[src/rtl/axis_fft_peak_pkg.sv]
// axis_fft_peak_pkg: shared widths, m_axis_tdata field offsets and FSM state
// encoding for axis_fft_peak.
//   idx_w(n)           bin-index width for an n-bin frame
//   mag_w(c)           squared-magnitude width for c-bit signed components
//   off_*(n, c)        LSB positions of the m_axis_tdata fields
//   tdata_w(n, c)      total m_axis_tdata width
package axis_fft_peak_pkg;

  typedef enum logic [1:0] {
    ST_ACC   = 2'd0,
    ST_DRAIN = 2'd1,
    ST_OUT   = 2'd2
  } state_e;

  function automatic int unsigned idx_w(input int unsigned n);
    return $clog2(n);
  endfunction

  function automatic int unsigned mag_w(input int unsigned c);
    return 2 * c + 1;
  endfunction

  function automatic int unsigned off_mag(input int unsigned n, input int unsigned c);
    return 0 * (n + c);
  endfunction

  function automatic int unsigned off_bin(input int unsigned n, input int unsigned c);
    return mag_w(c) + 0 * n;
  endfunction

  function automatic int unsigned off_err_long(input int unsigned n, input int unsigned c);
    return mag_w(c) + idx_w(n);
  endfunction

  function automatic int unsigned off_err_short(input int unsigned n, input int unsigned c);
    return mag_w(c) + idx_w(n) + 1;
  endfunction

  function automatic int unsigned tdata_w(input int unsigned n, input int unsigned c);
    return mag_w(c) + idx_w(n) + 2;
  endfunction

endpackage

[src/rtl/fft_mag_sq.sv]
// fft_mag_sq: two-stage squared-magnitude pipeline (square, then sum) with the
// bin index carried alongside.
//   clk_i, rst_ni     clock, asynchronous active-low reset
//   valid_i, data_i   complex beat {imag, real}, two's complement
//   bin_i             bin index of the beat
//   s1_valid_o        stage 1 occupied
//   valid_o, mag_o    stage 2 result: re*re + im*im, unsigned, full width
//   bin_o             bin index matching mag_o
module fft_mag_sq #(
  parameter int unsigned P_COMP_WID = 16,
  parameter int unsigned P_IDX_WID  = 8
) (
  input  logic                    clk_i,
  input  logic                    rst_ni,
  input  logic                    valid_i,
  input  logic [2*P_COMP_WID-1:0] data_i,
  input  logic [P_IDX_WID-1:0]    bin_i,
  output logic                    s1_valid_o,
  output logic                    valid_o,
  output logic [2*P_COMP_WID:0]   mag_o,
  output logic [P_IDX_WID-1:0]    bin_o
);

  localparam int unsigned W = P_COMP_WID;

  logic signed [2*W-1:0] re_x, im_x;
  logic signed [2*W-1:0] re_sq, im_sq;

  logic                  s1_v_q;
  logic [2*W-1:0]        sqr_q, sqi_q;
  logic [P_IDX_WID-1:0]  s1_bin_q;
  logic                  s2_v_q;
  logic [2*W:0]          mag_q;
  logic [P_IDX_WID-1:0]  s2_bin_q;

  // Sign-extend before squaring so the product is formed at full width;
  // (-2^(W-1))^2 = 2^(2W-2) still fits a 2W-bit signed result.
  assign re_x  = {{W{data_i[W-1]}}, data_i[W-1:0]};
  assign im_x  = {{W{data_i[2*W-1]}}, data_i[2*W-1:W]};
  assign re_sq = re_x * re_x;
  assign im_sq = im_x * im_x;

  always_ff @(posedge clk_i or negedge rst_ni) begin
    if (!rst_ni) begin
      s1_v_q   <= 1'b0;
      sqr_q    <= '0;
      sqi_q    <= '0;
      s1_bin_q <= '0;
      s2_v_q   <= 1'b0;
      mag_q    <= '0;
      s2_bin_q <= '0;
    end else begin
      s1_v_q   <= valid_i;
      sqr_q    <= re_sq;
      sqi_q    <= im_sq;
      s1_bin_q <= bin_i;
      s2_v_q   <= s1_v_q;
      mag_q    <= {1'b0, sqr_q} + {1'b0, sqi_q};
      s2_bin_q <= s1_bin_q;
    end
  end

  assign s1_valid_o = s1_v_q;
  assign valid_o    = s2_v_q;
  assign mag_o      = mag_q;
  assign bin_o      = s2_bin_q;

endmodule

[src/rtl/axis_fft_peak.sv]
// axis_fft_peak: finds the largest |X|^2 bin of an FFT output frame on an
// AXI-Stream slave and emits {err_short, err_long, peak_bin, peak_mag} on an
// AXI-Stream master.
//   axis_clk, axis_reset_n         clock, asynchronous active-low reset
//   s_axis_tvalid/tready/tlast     input frame handshake and frame end
//   s_axis_tdata                   {imag, real}, P_COMP_WID bits each
//   m_axis_tvalid/tready           result handshake
//   m_axis_tdata                   {err_short, err_long, peak_bin, peak_mag}
// Build option: AXIS_FFT_PEAK_DC_SKIP_EN excludes bin 0 from the peak search.
module axis_fft_peak
  import axis_fft_peak_pkg::*;
#(
  parameter int unsigned P_COMP_WID       = 16,
  parameter int unsigned P_FFT_NUM_SAMPLE = 256,
  localparam int unsigned IDX = idx_w(P_FFT_NUM_SAMPLE),
  localparam int unsigned MAG = mag_w(P_COMP_WID),
  localparam int unsigned TDW = tdata_w(P_FFT_NUM_SAMPLE, P_COMP_WID)
) (
  input  logic                    axis_clk,
  input  logic                    axis_reset_n,
  input  logic                    s_axis_tvalid,
  output logic                    s_axis_tready,
  input  logic                    s_axis_tlast,
  input  logic [2*P_COMP_WID-1:0] s_axis_tdata,
  output logic                    m_axis_tvalid,
  input  logic                    m_axis_tready,
  output logic [TDW-1:0]          m_axis_tdata
);

  state_e             state_q;
  logic               tready_q;
  logic               tvalid_q;
  logic [TDW-1:0]     tdata_q;
  logic [IDX-1:0]     idx_q;
  logic               err_short_q, err_long_q;
  logic [MAG-1:0]     peak_mag_q, peak_mag_d;
  logic [IDX-1:0]     peak_bin_q, peak_bin_d;
  logic               peak_vld_q, peak_vld_d;

  logic               accept, last_idx, frame_end;
  logic               pipe_s1_v, pipe_v;
  logic [MAG-1:0]     pipe_mag;
  logic [IDX-1:0]     pipe_bin;
  logic               cand;

  assign accept    = s_axis_tvalid & tready_q;
  assign last_idx  = (idx_q == IDX'(P_FFT_NUM_SAMPLE - 1));
  assign frame_end = accept & (s_axis_tlast | last_idx);

  fft_mag_sq #(
    .P_COMP_WID (P_COMP_WID),
    .P_IDX_WID  (IDX)
  ) u_mag (
    .clk_i      (axis_clk),
    .rst_ni     (axis_reset_n),
    .valid_i    (accept),
    .data_i     (s_axis_tdata),
    .bin_i      (idx_q),
    .s1_valid_o (pipe_s1_v),
    .valid_o    (pipe_v),
    .mag_o      (pipe_mag),
    .bin_o      (pipe_bin)
  );

  // Strict '>' keeps the lowest bin on ties; the first eligible bin loads
  // unconditionally via peak_vld_q.
  always_comb begin
    peak_mag_d = peak_mag_q;
    peak_bin_d = peak_bin_q;
    peak_vld_d = peak_vld_q;
`ifdef AXIS_FFT_PEAK_DC_SKIP_EN
    cand = pipe_v & (pipe_bin != '0);
`else
    cand = pipe_v;
`endif
    if (cand && (!peak_vld_q || (pipe_mag > peak_mag_q))) begin
      peak_mag_d = pipe_mag;
      peak_bin_d = pipe_bin;
      peak_vld_d = 1'b1;
    end
  end

  always_ff @(posedge axis_clk or negedge axis_reset_n) begin
    if (!axis_reset_n) begin
      state_q     <= ST_ACC;
      tready_q    <= 1'b0;
      tvalid_q    <= 1'b0;
      tdata_q     <= '0;
      idx_q       <= '0;
      err_short_q <= 1'b0;
      err_long_q  <= 1'b0;
      peak_mag_q  <= '0;
      peak_bin_q  <= '0;
      peak_vld_q  <= 1'b0;
    end else begin
      peak_mag_q <= peak_mag_d;
      peak_bin_q <= peak_bin_d;
      peak_vld_q <= peak_vld_d;
      case (state_q)
        ST_ACC: begin
          tready_q <= 1'b1;
          if (accept) begin
            idx_q <= idx_q + 1'b1;
          end
          if (frame_end) begin
            idx_q       <= '0;
            err_short_q <= s_axis_tlast & ~last_idx;
            err_long_q  <= last_idx & ~s_axis_tlast;
            tready_q    <= 1'b0;
            state_q     <= ST_DRAIN;
          end
        end
        ST_DRAIN: begin
          // Once stage 1 is empty, stage 2 holds the final beat (if any);
          // capture the result through peak_*_d so it is included.
          if (!pipe_s1_v) begin
            tvalid_q <= 1'b1;
            tdata_q  <= {err_short_q, err_long_q, peak_bin_d, peak_mag_d};
            state_q  <= ST_OUT;
          end
        end
        ST_OUT: begin
          if (m_axis_tready) begin
            tvalid_q    <= 1'b0;
            tready_q    <= 1'b1;
            err_short_q <= 1'b0;
            err_long_q  <= 1'b0;
            peak_mag_q  <= '0;
            peak_bin_q  <= '0;
            peak_vld_q  <= 1'b0;
            state_q     <= ST_ACC;
          end
        end
        default: begin
          state_q  <= ST_ACC;
          tready_q <= 1'b0;
          tvalid_q <= 1'b0;
        end
      endcase
    end
  end

  assign s_axis_tready = tready_q;
  assign m_axis_tvalid = tvalid_q;
  assign m_axis_tdata  = tdata_q;

endmodule

[config.mk]
export PLATFORM = sky130hd
export DESIGN_NAME = axis_fft_peak
export DESIGN_NICKNAME = d
export VERILOG_FILES = /design/src/rtl/axis_fft_peak_pkg.sv /design/src/rtl/fft_mag_sq.sv /design/src/rtl/axis_fft_peak.sv
export SDC_FILE = /design/constraint.sdc
export NUM_CORES = 2
export LEC_CHECK = 0
export BUFFER_PORTS_ARGS = -buffer_cell sky130_fd_sc_hd__buf_4
export CAP_MARGIN = 20
export CORE_MARGIN = 1.5
export CORE_UTILIZATION = 35
export CTS_BUF_LIST = sky130_fd_sc_hd__clkbuf_4
export DETAILED_ROUTE_END_ITERATION = 7
export HOLD_SLACK_MARGIN = 0.1
export PLACE_DENSITY = 0.53
export SLEW_MARGIN = 20
export SYNTH_ARGS = -nofsm -noshare
export SYNTH_HDL_FRONTEND = slang
export SYNTH_SLANG_ARGS = --single-unit
[constraint.sdc]
create_clock -name axis_clk -period 2.8 [get_ports axis_clk]
set_input_delay 0.42 -clock axis_clk [delete_from_list [all_inputs] [get_ports axis_clk]]
set_output_delay 0.42 -clock axis_clk [all_outputs]
set_load 0.01 [all_outputs]
==> metrics.md <==
| Metric | Value |
|---|---|
| Starting density of the core | 35.4% |
| Critical path arrival | 5.87 ns |
| Worst slack at placement | -3.17 ns |
| Vias in the first global route | 22,000 |
| Fin crit period | 5.32 ns |
| Final Cycle Share | 190% |
| Synth area leader | fa_1 |
| Synthesized flop and latch total | 212 |
| Setup TNS | -94.16 ns |
| Sequential share of the synthesized area | 20.1% |
| Unrepaired setup endpoints after global routing | true |
| Vias/cell | 4.60 |
| Syn Area/Cell | 9.85 µm² |
| Root Buffer | clkbuf_4 |
| Gr usage total | 16.6% |
| Setup CP Type | in -> reg |
| Post-DP Area | 32,000 µm² |
| Chip width | 278 µm |
| DRC | 0 |
| Worst-margin pin slew | 0.618 ns |
| Fill cells | 6,930 |
| Placer Congestion | 0.857 |
| DRT Pass-1 Iters | 5 |
| # IOs | 82 |
| Area of the die | 77,100 µm² |
| Endpoints failing setup | 77 |
| Number of synthesized flops with an enable pin | 0 |
| Worst min-delay path class | in -> reg |
| Synthesized area | 26,400 µm² |
| Ys flop type | dfrtp_1 |
| Max Freq | 0.188 GHz |
| Largest net degree at the start of global routing | 86 |
| CTS buffer count | 50 |
| Routed Antenna Nets | 0 |
| Layout cell share with drive strength beyond 1 | 32.8% |
| Synth top area share | 35.6% |
| Worst Path Max Fanout | 11 |
| Clock latency on the worst-skew pair | 0.70 ns |
| Synth-to-layout area growth | 34.2% |
| Vias | 19,500 |
| Synth cell types | 61 |
| Post-detail-place hpwl | 50,600 µm |
| Chip Height | 278 µm |
| FF+latch area | 5310 µm² |
| Post-Syn Instances | 2,681 |
| H-Tree Depth | 2 |
| Synth cell count leaders | 684 x inv_1, 470 x fa_1, 240 x ha_1, 212 x dfrtp_1, 174 x nand2_1 |
| Drt total wl | 62,300 µm |
| Clock Sinks | 212 |
| Placeable Area | 74,600 µm² |
| Port bufs | 81 |
| CTS tree | built |
| Worst path required time | 3.35 ns |
| Slew headroom | 58.8% |
| Initial antenna violation count | 2 |
| Grt total ovfl | 0 |
| CP startpoint kind | input port |
| CTS clk-pin slew, worst paths | 0.07 ns |
| Outcome | complete, but fails checks |
| Yosys warnings | 0 |
| Most frequent cell after synthesis | inv_1 |
| First-pass GRT wire length | 105,000 µm |
| Crit. End Element | flop |
| DRT iter0 DRCs | 720 |
| Dominant cells by area after synthesis | fa_1 36%, dfrtp_1 20%, ha_1 11% |
| Pins Over Slew Limit | 0 |
| Final Hold Viols | 0 |
| DR WL/cell | 14.7 µm |
| Post-route cell area | 35,400 µm² |
| Final net count | 3,972 |
| Failing checks | setup timing |
| Area of the multi-input gates | 20,700 µm² |
| Final Core Density | 47.5% |
| Setup ws final | -2.52 ns |
| Worst Clk Skew | 0.0894 ns |
| Syn_nets | 3,428 |
| Bufs on Longest Clock Path | 3 |
| Num rows | 100 |
| Async S/R FF share, synth | 100% |
| Max-cap viol count | 0 |
==> layout by cell type (no fill, tap or decap), types with 17 or more instances in the layout <==
master    count
inv_1       623
fa_1        437
buf_4       430
dfrtp_1     212
ha_1        185
nand2_1     139
nor2_1      139
buf_6        79
clkbuf_4     72
xnor2_1      66
a21oi_1      62
inv_2        57
and2_1       52
a21oi_2      44
ha_4         44
a21o_1       41
and2_4       34
fa_2         33
mux2i_4      31
xor2_1       25
buf_12       25
o21ai_0      23
nor2_2       22
nand2_2      21
o21ai_2      17
==> final timing paths <==
kind	startpoint	end	slack, ns	cells past startpoint
worst max-delay path	s_axis_tdata[27]	u_mag.sqi_q[31]	-2.52	24
worst min-delay path	s_axis_tdata[16]	u_mag.sqi_q[2]	0.26	4
worst max register to register	u_mag.mag_o[26]	peak_mag_q[21]	-0.12	13
worst min register to register	u_mag.s1_bin_q[4]	u_mag.bin_o[4]	0.34	0
max in group asynchronous	axis_reset_n	m_axis_tdata[24]	1.68	3
min in group asynchronous	axis_reset_n	m_axis_tdata[8]	0.32	2
==> area by class of cell <==
| class | instances | share of cell area, % |
|---|---|---|
| inverter | 685 | 7.30 |
| timing repair buffer | 559 | 14.2 |
| clock buffer | 72 | 1.52 |
| clock inverter | 16 | 0.198 |
| multi-input combinational | 1717 | 58.4 |
| sequential | 212 | 15.0 |
| antenna | 2 | 0.0141 |
| tap | 969 | 3.42 |
==> stage by stage <==
step / std cells / hold WS, ns
2_1_floorplan: 2681 / 0.124
3_3_place_gp: 4072 / 0.335
3_5_place_dp: 4072 / 0.335
4_1_cts: 4198 / 0.181
5_1_grt: 4231 / 0.197
6_report: 4232 / 0.259
==> registers in the layout (all words and copies together) (netlist names) <==
| register | cells |
|---|---|
| err_long_q | 1 |
| err_short_q | 1 |
| idx_q | 8 |
| m_axis_tdata | 43 |
| m_axis_tvalid | 1 |
| peak_bin_q | 8 |
| peak_mag_q | 33 |
| peak_vld_q | 1 |
| s_axis_tready | 1 |
| state_q | 2 |
| u_mag.bin_o | 8 |
| u_mag.mag_o | 33 |
| u_mag.s1_bin_q | 8 |
| u_mag.s1_valid_o | 1 |
| u_mag.sqi_q | 31 |
| u_mag.sqr_q | 31 |
| u_mag.valid_o | 1 |
==> routing by layer <==
layer  wire [µm]  global-route usage (%)  vias up
li1            -                       -     9262
met1       26900                    21.5     9881
met2       32400                    29.5      265
met3        2160                    2.32       77
met4         833                    2.90        2
met5          13                       0        -
==> worst max-delay path: stages <==
cell      delay, ns
buf_6          0.14
and2_1         0.17
inv_1          0.07
fa_1           0.50
inv_1          0.05
fa_1           0.53
inv_1          0.05
fa_1           0.50
inv_1          0.07
fa_1           0.48
fa_1           0.50
inv_1          0.05
fa_1           0.47
inv_1          0.06
ha_4           0.27
nand4_1        0.14
nor2_2         0.19
inv_2          0.06
a211oi_4       0.29
o31a_1         0.23
a31oi_2        0.12
o21ba_1        0.18
o21bai_1       0.17
xnor2_1        0.13
==> repair_timing <==
item,4_1_cts,5_1_grt
hold endpoints to repair,79,0
endpoints found under the setup margin,68,136
setup buffers,38,32
hold buffers,6,0
pin swaps,158,119
gates cloned,1,5
resized for setup,291,227
==> kinds of logic after synthesis <==
family | share of synthesized area (%)
AND/OR/NAND/NOR | 9.32
buffers and inverters | 10.7
flip-flops | 20.1
XOR/XNOR | 3.51
adder cells (fa/ha/maj) | 47.0
AO/OA/AOI/OAI | 7.64
multiplexers | 1.76
Power is left out: the tool's default activity adds up to more than one toggle a clock period on the data nets, which glitch-free logic cannot reach.
